### src/rtl/sphere_scene_buffer_if.sv
// Loader/renderer bundle for sphere_scene_buffer; master = scene loader + pixel pipeline, slave = buffer.
// Handshake: a transfer happens on every rising clk edge where valid && ready; once raised, valid and its payload are held until that edge.
interface sphere_scene_buffer_if #(
  parameter int IDX_B = 3,
  parameter int SPH_B = 64,
  parameter int CNT_B = 4
);
  logic             wr_valid;
  logic             wr_ready;
  logic [IDX_B-1:0] wr_idx;
  logic [SPH_B-1:0] wr_sphere;
  logic             wr_commit;
  logic             swap_req;
  logic             swap_done;
  logic             rd_start;
  logic             rd_valid;
  logic             rd_ready;
  logic [SPH_B-1:0] rd_sphere;
  logic             rd_last;
  logic             rd_done;
  logic [CNT_B-1:0] n_active;
  logic             dbg_state;

  modport master (
    output wr_valid, wr_idx, wr_sphere, wr_commit, swap_req, rd_start, rd_ready,
    input  wr_ready, swap_done, rd_valid, rd_sphere, rd_last, rd_done, n_active, dbg_state
  );
  modport slave (
    input  wr_valid, wr_idx, wr_sphere, wr_commit, swap_req, rd_start, rd_ready,
    output wr_ready, swap_done, rd_valid, rd_sphere, rd_last, rd_done, n_active, dbg_state
  );
endinterface

### src/rtl/sphere_scene_buffer.sv
// Double-buffered sphere table: loader fills the back bank, renderer streams the front bank per pixel.
// Optional macro SCENE_RADIUS_CULL_EN: zero-radius entries are excluded from streaming and n_active.
module sphere_scene_buffer #(
  parameter int N_SPHERES = 8,
  parameter int X_B = 16,
  parameter int Y_B = 15,
  parameter int Z_B = 15,
  parameter int R_B = 6,
  parameter int C_B = 12
) (
  input logic clk,
  input logic rst,
  sphere_scene_buffer_if.slave bus
);
  localparam int IDX_B = $clog2(N_SPHERES);
  localparam int SPH_B = X_B + Y_B + Z_B + R_B + C_B;
  localparam int CNT_B = $clog2(N_SPHERES + 1);

  localparam logic [0:0] S_IDLE = 1'b0;
  localparam logic [0:0] S_SCAN = 1'b1;

  logic [SPH_B-1:0]     ram [2][N_SPHERES];
  logic [N_SPHERES-1:0] mask [2];
  logic                 front;
  logic                 back;
  logic                 commit_pending;
  logic                 swap_deferred;
  logic [0:0]           state;
  logic [IDX_B-1:0]     p;
  logic                 rd_valid_q;
  logic                 rd_last_q;
  logic                 rd_done_q;
  logic                 swap_done_q;
  logic [SPH_B-1:0]     rd_sphere_q;
  logic [CNT_B-1:0]     n_active_q;

  logic [N_SPHERES-1:0] eff_f;
  logic [N_SPHERES-1:0] eff_b;
  logic [IDX_B-1:0]     exam_idx;
  logic                 exam_valid;
  logic                 exam_last;
  logic                 wr_fire;
  logic                 swap_go;
  logic                 slot_free;

  function automatic logic [CNT_B-1:0] popcnt(input logic [N_SPHERES-1:0] m);
    logic [CNT_B-1:0] acc;
    acc = '0;
    for (int i = 0; i < N_SPHERES; i++) acc = acc + CNT_B'(m[i]);
    return acc;
  endfunction

  assign back = ~front;

  // Effective validity: the stored mask, optionally further gated by a non-zero radius.
  always_comb begin
    eff_f = '0;
    eff_b = '0;
    for (int i = 0; i < N_SPHERES; i++) begin
`ifdef SCENE_RADIUS_CULL_EN
      eff_f[i] = mask[front][i] & (ram[front][i][C_B +: R_B] != '0);
      eff_b[i] = mask[back][i]  & (ram[back][i][C_B +: R_B] != '0);
`else
      eff_f[i] = mask[front][i];
      eff_b[i] = mask[back][i];
`endif
    end
  end

  // rd_start examines entry 0 directly so a valid entry 0 appears the very next cycle.
  assign exam_idx   = (state == S_IDLE) ? '0 : p;
  assign exam_valid = eff_f[exam_idx];
  assign exam_last  = ((eff_f >> exam_idx) >> 1) == '0;
  assign wr_fire    = bus.wr_valid & ~commit_pending;
  assign swap_go    = (bus.swap_req | swap_deferred) & commit_pending &
                      (state == S_IDLE) & ~bus.rd_start;
  assign slot_free  = ~rd_valid_q | bus.rd_ready;

  always_ff @(posedge clk) begin
    if (wr_fire) ram[back][bus.wr_idx] <= bus.wr_sphere;
  end

  always_ff @(posedge clk or posedge rst) begin
    if (rst) begin
      mask[0]        <= '0;
      mask[1]        <= '0;
      front          <= 1'b0;
      commit_pending <= 1'b0;
      swap_deferred  <= 1'b0;
      state          <= S_IDLE;
      p              <= '0;
      rd_valid_q     <= 1'b0;
      rd_last_q      <= 1'b0;
      rd_done_q      <= 1'b0;
      swap_done_q    <= 1'b0;
      rd_sphere_q    <= '0;
      n_active_q     <= '0;
    end else begin
      rd_done_q   <= 1'b0;
      swap_done_q <= 1'b0;
      n_active_q  <= swap_go ? popcnt(eff_b) : popcnt(eff_f);

      if (wr_fire) mask[back][bus.wr_idx] <= 1'b1;
      if (bus.wr_commit) commit_pending <= 1'b1;

      if (swap_go) begin
        swap_deferred  <= 1'b0;
        front          <= back;
        mask[front]    <= '0;
        commit_pending <= 1'b0;
        swap_done_q    <= 1'b1;
      end else if (bus.swap_req & commit_pending) begin
        swap_deferred <= 1'b1;
      end

      case (state)
        S_IDLE: begin
          if (bus.rd_start) begin
            if (eff_f == '0) begin
              rd_done_q <= 1'b1;
            end else begin
              state <= S_SCAN;
              p     <= IDX_B'(1);
              if (exam_valid) begin
                rd_valid_q  <= 1'b1;
                rd_sphere_q <= ram[front][exam_idx];
                rd_last_q   <= exam_last;
              end
            end
          end
        end
        default: begin
          if (slot_free) begin
            if (rd_valid_q && rd_last_q) begin
              rd_valid_q <= 1'b0;
              rd_last_q  <= 1'b0;
              rd_done_q  <= 1'b1;
              state      <= S_IDLE;
            end else begin
              p <= p + IDX_B'(1);
              if (exam_valid) begin
                rd_valid_q  <= 1'b1;
                rd_sphere_q <= ram[front][exam_idx];
                rd_last_q   <= exam_last;
              end else begin
                rd_valid_q <= 1'b0;
                rd_last_q  <= 1'b0;
              end
            end
          end
        end
      endcase
    end
  end

  assign bus.wr_ready  = ~commit_pending;
  assign bus.swap_done = swap_done_q;
  assign bus.rd_valid  = rd_valid_q;
  assign bus.rd_sphere = rd_sphere_q;
  assign bus.rd_last   = rd_last_q;
  assign bus.rd_done   = rd_done_q;
  assign bus.n_active  = n_active_q;
  assign bus.dbg_state = state;
endmodule

### src/flat_wrapper.sv
// flat-port wrapper written by rule: the top's interface ports become plain ports
module sphere_scene_buffer_flat 
#(
  parameter int N_SPHERES = 8,
  parameter int X_B = 16,
  parameter int Y_B = 15,
  parameter int Z_B = 15,
  parameter int R_B = 6,
  parameter int C_B = 12
)
  (clk, rst, bus_wr_valid, bus_wr_idx, bus_wr_sphere, bus_wr_commit, bus_swap_req, bus_rd_start, bus_rd_ready, bus_wr_ready, bus_swap_done, bus_rd_valid, bus_rd_sphere, bus_rd_last, bus_rd_done, bus_n_active, bus_dbg_state);
  sphere_scene_buffer_if #(.IDX_B((3)), .SPH_B((X_B + Y_B + Z_B + R_B + C_B)), .CNT_B((4))) bus_i ();
  input logic clk;
  input logic rst;
  input wire logic [$bits(bus_i.wr_valid)-1:0] bus_wr_valid;
  input wire logic [$bits(bus_i.wr_idx)-1:0] bus_wr_idx;
  input wire logic [$bits(bus_i.wr_sphere)-1:0] bus_wr_sphere;
  input wire logic [$bits(bus_i.wr_commit)-1:0] bus_wr_commit;
  input wire logic [$bits(bus_i.swap_req)-1:0] bus_swap_req;
  input wire logic [$bits(bus_i.rd_start)-1:0] bus_rd_start;
  input wire logic [$bits(bus_i.rd_ready)-1:0] bus_rd_ready;
  output wire logic [$bits(bus_i.wr_ready)-1:0] bus_wr_ready;
  output wire logic [$bits(bus_i.swap_done)-1:0] bus_swap_done;
  output wire logic [$bits(bus_i.rd_valid)-1:0] bus_rd_valid;
  output wire logic [$bits(bus_i.rd_sphere)-1:0] bus_rd_sphere;
  output wire logic [$bits(bus_i.rd_last)-1:0] bus_rd_last;
  output wire logic [$bits(bus_i.rd_done)-1:0] bus_rd_done;
  output wire logic [$bits(bus_i.n_active)-1:0] bus_n_active;
  output wire logic [$bits(bus_i.dbg_state)-1:0] bus_dbg_state;
  assign bus_i.wr_valid = bus_wr_valid;
  assign bus_i.wr_idx = bus_wr_idx;
  assign bus_i.wr_sphere = bus_wr_sphere;
  assign bus_i.wr_commit = bus_wr_commit;
  assign bus_i.swap_req = bus_swap_req;
  assign bus_i.rd_start = bus_rd_start;
  assign bus_i.rd_ready = bus_rd_ready;
  assign bus_wr_ready = bus_i.wr_ready;
  assign bus_swap_done = bus_i.swap_done;
  assign bus_rd_valid = bus_i.rd_valid;
  assign bus_rd_sphere = bus_i.rd_sphere;
  assign bus_rd_last = bus_i.rd_last;
  assign bus_rd_done = bus_i.rd_done;
  assign bus_n_active = bus_i.n_active;
  assign bus_dbg_state = bus_i.dbg_state;
  sphere_scene_buffer #(.N_SPHERES(N_SPHERES), .X_B(X_B), .Y_B(Y_B), .Z_B(Z_B), .R_B(R_B), .C_B(C_B)) u_core (.clk(clk), .rst(rst), .bus(bus_i));
endmodule
### config.mk
export PLATFORM = sky130hd
export DESIGN_NAME = sphere_scene_buffer_flat
export DESIGN_NICKNAME = d
export VERILOG_FILES = /design/src/rtl/sphere_scene_buffer_if.sv /design/src/rtl/sphere_scene_buffer.sv /design/src/flat_wrapper.sv
export SDC_FILE = /design/constraint.sdc
export NUM_CORES = 1
export LEC_CHECK = 0
export BUFFER_PORTS_ARGS = -buffer_cell sky130_fd_sc_hd__buf_2
export CORE_ASPECT_RATIO = 1.5
export CORE_MARGIN = 5
export CORE_UTILIZATION = 55
export CTS_CLUSTER_SIZE = 40
export DETAILED_ROUTE_END_ITERATION = 10
export PLACE_DENSITY = 0.75
export SYNTH_ARGS = -nofsm -noshare
export SYNTH_HDL_FRONTEND = slang
export SYNTH_SLANG_ARGS = --single-unit
export TNS_END_PERCENT = 1
### constraint.sdc
create_clock -name clk -period 8.55 [get_ports clk]
set_input_delay 0.4275 -clock clk [delete_from_list [all_inputs] [get_ports clk]]
set_output_delay 0.4275 -clock clk [all_outputs]
set_load 0.05 [all_outputs]
==> impl_results.md <==
- Critical path launch point type: flip-flop
- Initial antenna violation count: 15
- Top delay family on crit path: buffers and inverters
- Die width: between 200 and 250 um
- CP Cell Sequence: buf_4 -> buf_12 -> buf_4 -> mux4_1 -> a22oi_1 -> nand2_1 -> mux2_4
- Final clock skew: roughly 23 ps
- Mapped Avg Cell Area: 22.46 sq um
- Initial core utilization: 0.5540
- Setup TNS: 0 ps
- Kind of critical path: reg -> reg
- Pre-antenna DRT Iters: 6
- Layout cell share with drive strength beyond 1: 0.3127
- Final ANT Viol Nets: 0
- Final non-filler cell total: around 3200
- DRT Wirelength: roughly 96000 um
- Worst path slowest cell: dfrtp_4
- Nets@finish: 2191
- Syn nets: 2000
- List of most frequent post-synthesis cells: edfxtp_1, mux4_2, a22oi_1
- Row count: between 100 and 150
- Die extent in y: roughly 350 um
- Final period utilization: 0.5584
- Slew Limit Fails: 0
- Max VDD drop: ~0.38 mV
- Global-route wire length before repair: 141200 um
- Power per cell area: 334.1 nW/um^2
- Largest net degree at the start of global routing: 166
- Worst path required time: 9080 ps
- Critical path data arrival time: 5300 ps
- Yosys cell types: 48
- CTS tree: yes
- Final hold slack: 102.7 ps
- FFs w/ async S/R, synth: 0.08490
- PortBufs: 147
- Die area: 83780 sq um
- EDFF count, synth: around 1000
- Remaining global-route overflow: 0
- Critical Path Sink Type: flip-flop
- Clock Tree Buf Depth: 3
- CTS Root Cell: clkbuf_16
- Routed len/inst: 30.05 um
- Tightest Pin Transition: 1297 ps
- DR vias/cell: 6.391
- Hold WC Path Type: in -> reg
- FF-to-FF setup slack: 3780 ps
- Post-route DRC: 0
- Synth Register Bits: 1119
- Total CTS buffers: 97
- Slew margin rel.: 0.1330
- Buf+Inv Stages, Crit Path: 3
- Ys flop type: edfxtp_1
- Lkg Pwr: between 15 and 20 nW
- Post-Syn Area: 42890 sq um
- Post-Synthesis Cells: approximately 1900
- Clock Latency Late Sink: around 660 ps
- CP most frequent cell: buf_4
- Vias in the first global route: 21330
- DPL Wire Length: 49230 um
- Crit path max fanout: 117
- Most common cell in the netlist: edfxtp_1
- Max-Cap Viols: 0
- Iteration-0 DRC count of the detailed router: between 2000 and 2500
- GPL Wtd Cong: 0.7821
- GRT Total Usage: 0.2281
- CTS H-tree depth: 3
- Clock Sinks: ~1100
- Slowest cell delay on critical path: around 900 ps
- Min Tclk post-route: approximately 4800 ps
- Max Clk Rate: 209.5 MHz
- Via Count: between 20000 and 25000
- Power, Total: 16.01 mW
- Yosys top cell area share: 0.7169
- Unrepaired setup endpoints after global routing: false
- # IOs: approximately 150
- Cells after DPL: 3014
- Area leader, netlist: edfxtp_1
- Clk slew on worst S/H paths: about 70 ps
- Core area: 77420 sq um
- Final setup violation count: 0
- Final hold viol count: 0
- Seq/Total Area, Yosys: 0.7723
- Status: complete, no violations
- Warnings from Yosys: 0
- Area growth, synth to finish: 11.74%
- Synth top area cells: edfxtp_1, mux4_2, dfrtp_1
-- timing repair --
action                                  CTS  global route
endpoints found under the hold margin    55             0
endpoints found under the setup margin    0             0
resized for setup                         0             0
hold buffers                              4             0
buffers inserted                          0             0
-- cell usage in the layout (no fill, tap or decap), types with 4 or more instances in the layout --
cell type	n
clkbuf_1	17
mux2_4	41
o21a_1	6
mux4_2	240
nor2_1	10
clkinv_1	15
nand2b_1	7
buf_4	37
fa_1	8
inv_1	16
ha_1	8
inv_6	4
dfrtp_1	94
edfxtp_1	1024
nor2_4	14
mux4_1	12
clkinv_2	24
a22oi_1	124
o22ai_1	6
nor3_2	4
a21o_1	13
nand2_1	86
clkbuf_16	99
mux2i_1	10
bufinv_16	6
a21oi_1	8
mux2_2	38
nand3_1	5
clkbuf_8	5
buf_2	147
dlygate4sd3_1	4
clkinv_4	7
o21ai_0	5
-- per-stage QoR --
step | util | area (sq um) | setup slack, ps
2_1_floorplan | - | 42890 | 2471
3_3_place_gp | 0.5781 | 44750 | 3727
3_5_place_dp | 0.5781 | 44750 | 3624
4_1_cts | 0.6190 | 47920 | 3617
5_1_grt | 0.6191 | 47930 | 3276
6_report | 0.6191 | 47930 | 3776
-- area by class of cell --
type / instances / area [sq um]
Timing Repair Buffer: 190 / 1094
Tap cell: 1016 / 1271
Clock buffer: 121 / 2610
Sequential cell: 1119 / 33130
Antenna cell: 1 / 2.502
Fill cell: 5097 / 29490
Multi-Input combinational cell: 676 / 9233
Clock inverter: 61 / 520.5
Inverter: 17 / 66.31
-- logic make-up after synthesis --
logic type | share of synthesized area
AOI/OAI and AO/OA | 0.03104
xor gates and xnor gates | 0.0008170
adders and majority gates | 0.006068
buffers and inverters | 0.01602
DFF | 0.7723
muxes | 0.1600
and+or+nand+nor | 0.01368
-- where the power goes --
group	internal (mW)	switching (mW)
logic	2.25	2.91
registers	6.28	0.266
clock network	2.37	1.94
total	10.9	5.12
-- worst paths after layout --
kind / from / endpoint / cells past startpoint
max: u_core.front / u_core.bus.rd_sphere[5] / 7
min: bus_rd_ready / u_core.bus.rd_done / 3
max reg2reg: u_core.front / u_core.bus.rd_sphere[5] / 7
min reg2reg: u_core.bus.rd_sphere[23] / u_core.bus.rd_sphere[23] / 1
max in group asynchronous: rst / u_core.bus.rd_sphere[3] / 4
min in group asynchronous: rst / u_core.bus.rd_sphere[38] / 3
-- registers in the layout, summed over array words and instances (netlist names) --
| signal | cells |
|---|---|
| u_core.bus.rd_done | 1 |
| u_core.p | 3 |
| u_core.bus.dbg_state | 1 |
| u_core.mask | 16 |
| u_core.swap_deferred | 1 |
| u_core.ram | 1024 |
| u_core.bus.swap_done | 1 |
| u_core.commit_pending | 1 |
| u_core.bus.rd_last | 1 |
| u_core.front | 1 |
| u_core.bus.rd_valid | 1 |
| u_core.bus.n_active | 4 |
| u_core.bus.rd_sphere | 64 |
-- worst reg2reg max path, stage by stage, from the launching register on --
cell and delay (ps):
dfrtp_4 900, buf_4 880, buf_12 740, buf_4 890, mux4_1 670, a22oi_1 230
nand2_1 90, mux2_4 260
-- metal layers --
layer | routed length (um) | global-route usage | share of wire
met1 | 35700 | 0.3021 | 0.37
met2 | 50980 | 0.3970 | 0.53
met3 | 6850 | 0.03820 | 0.071
met4 | 2618 | 0.06305 | 0.027
met5 | 48 | 0 | 0.00050
(Power assumes the default switching activity.)
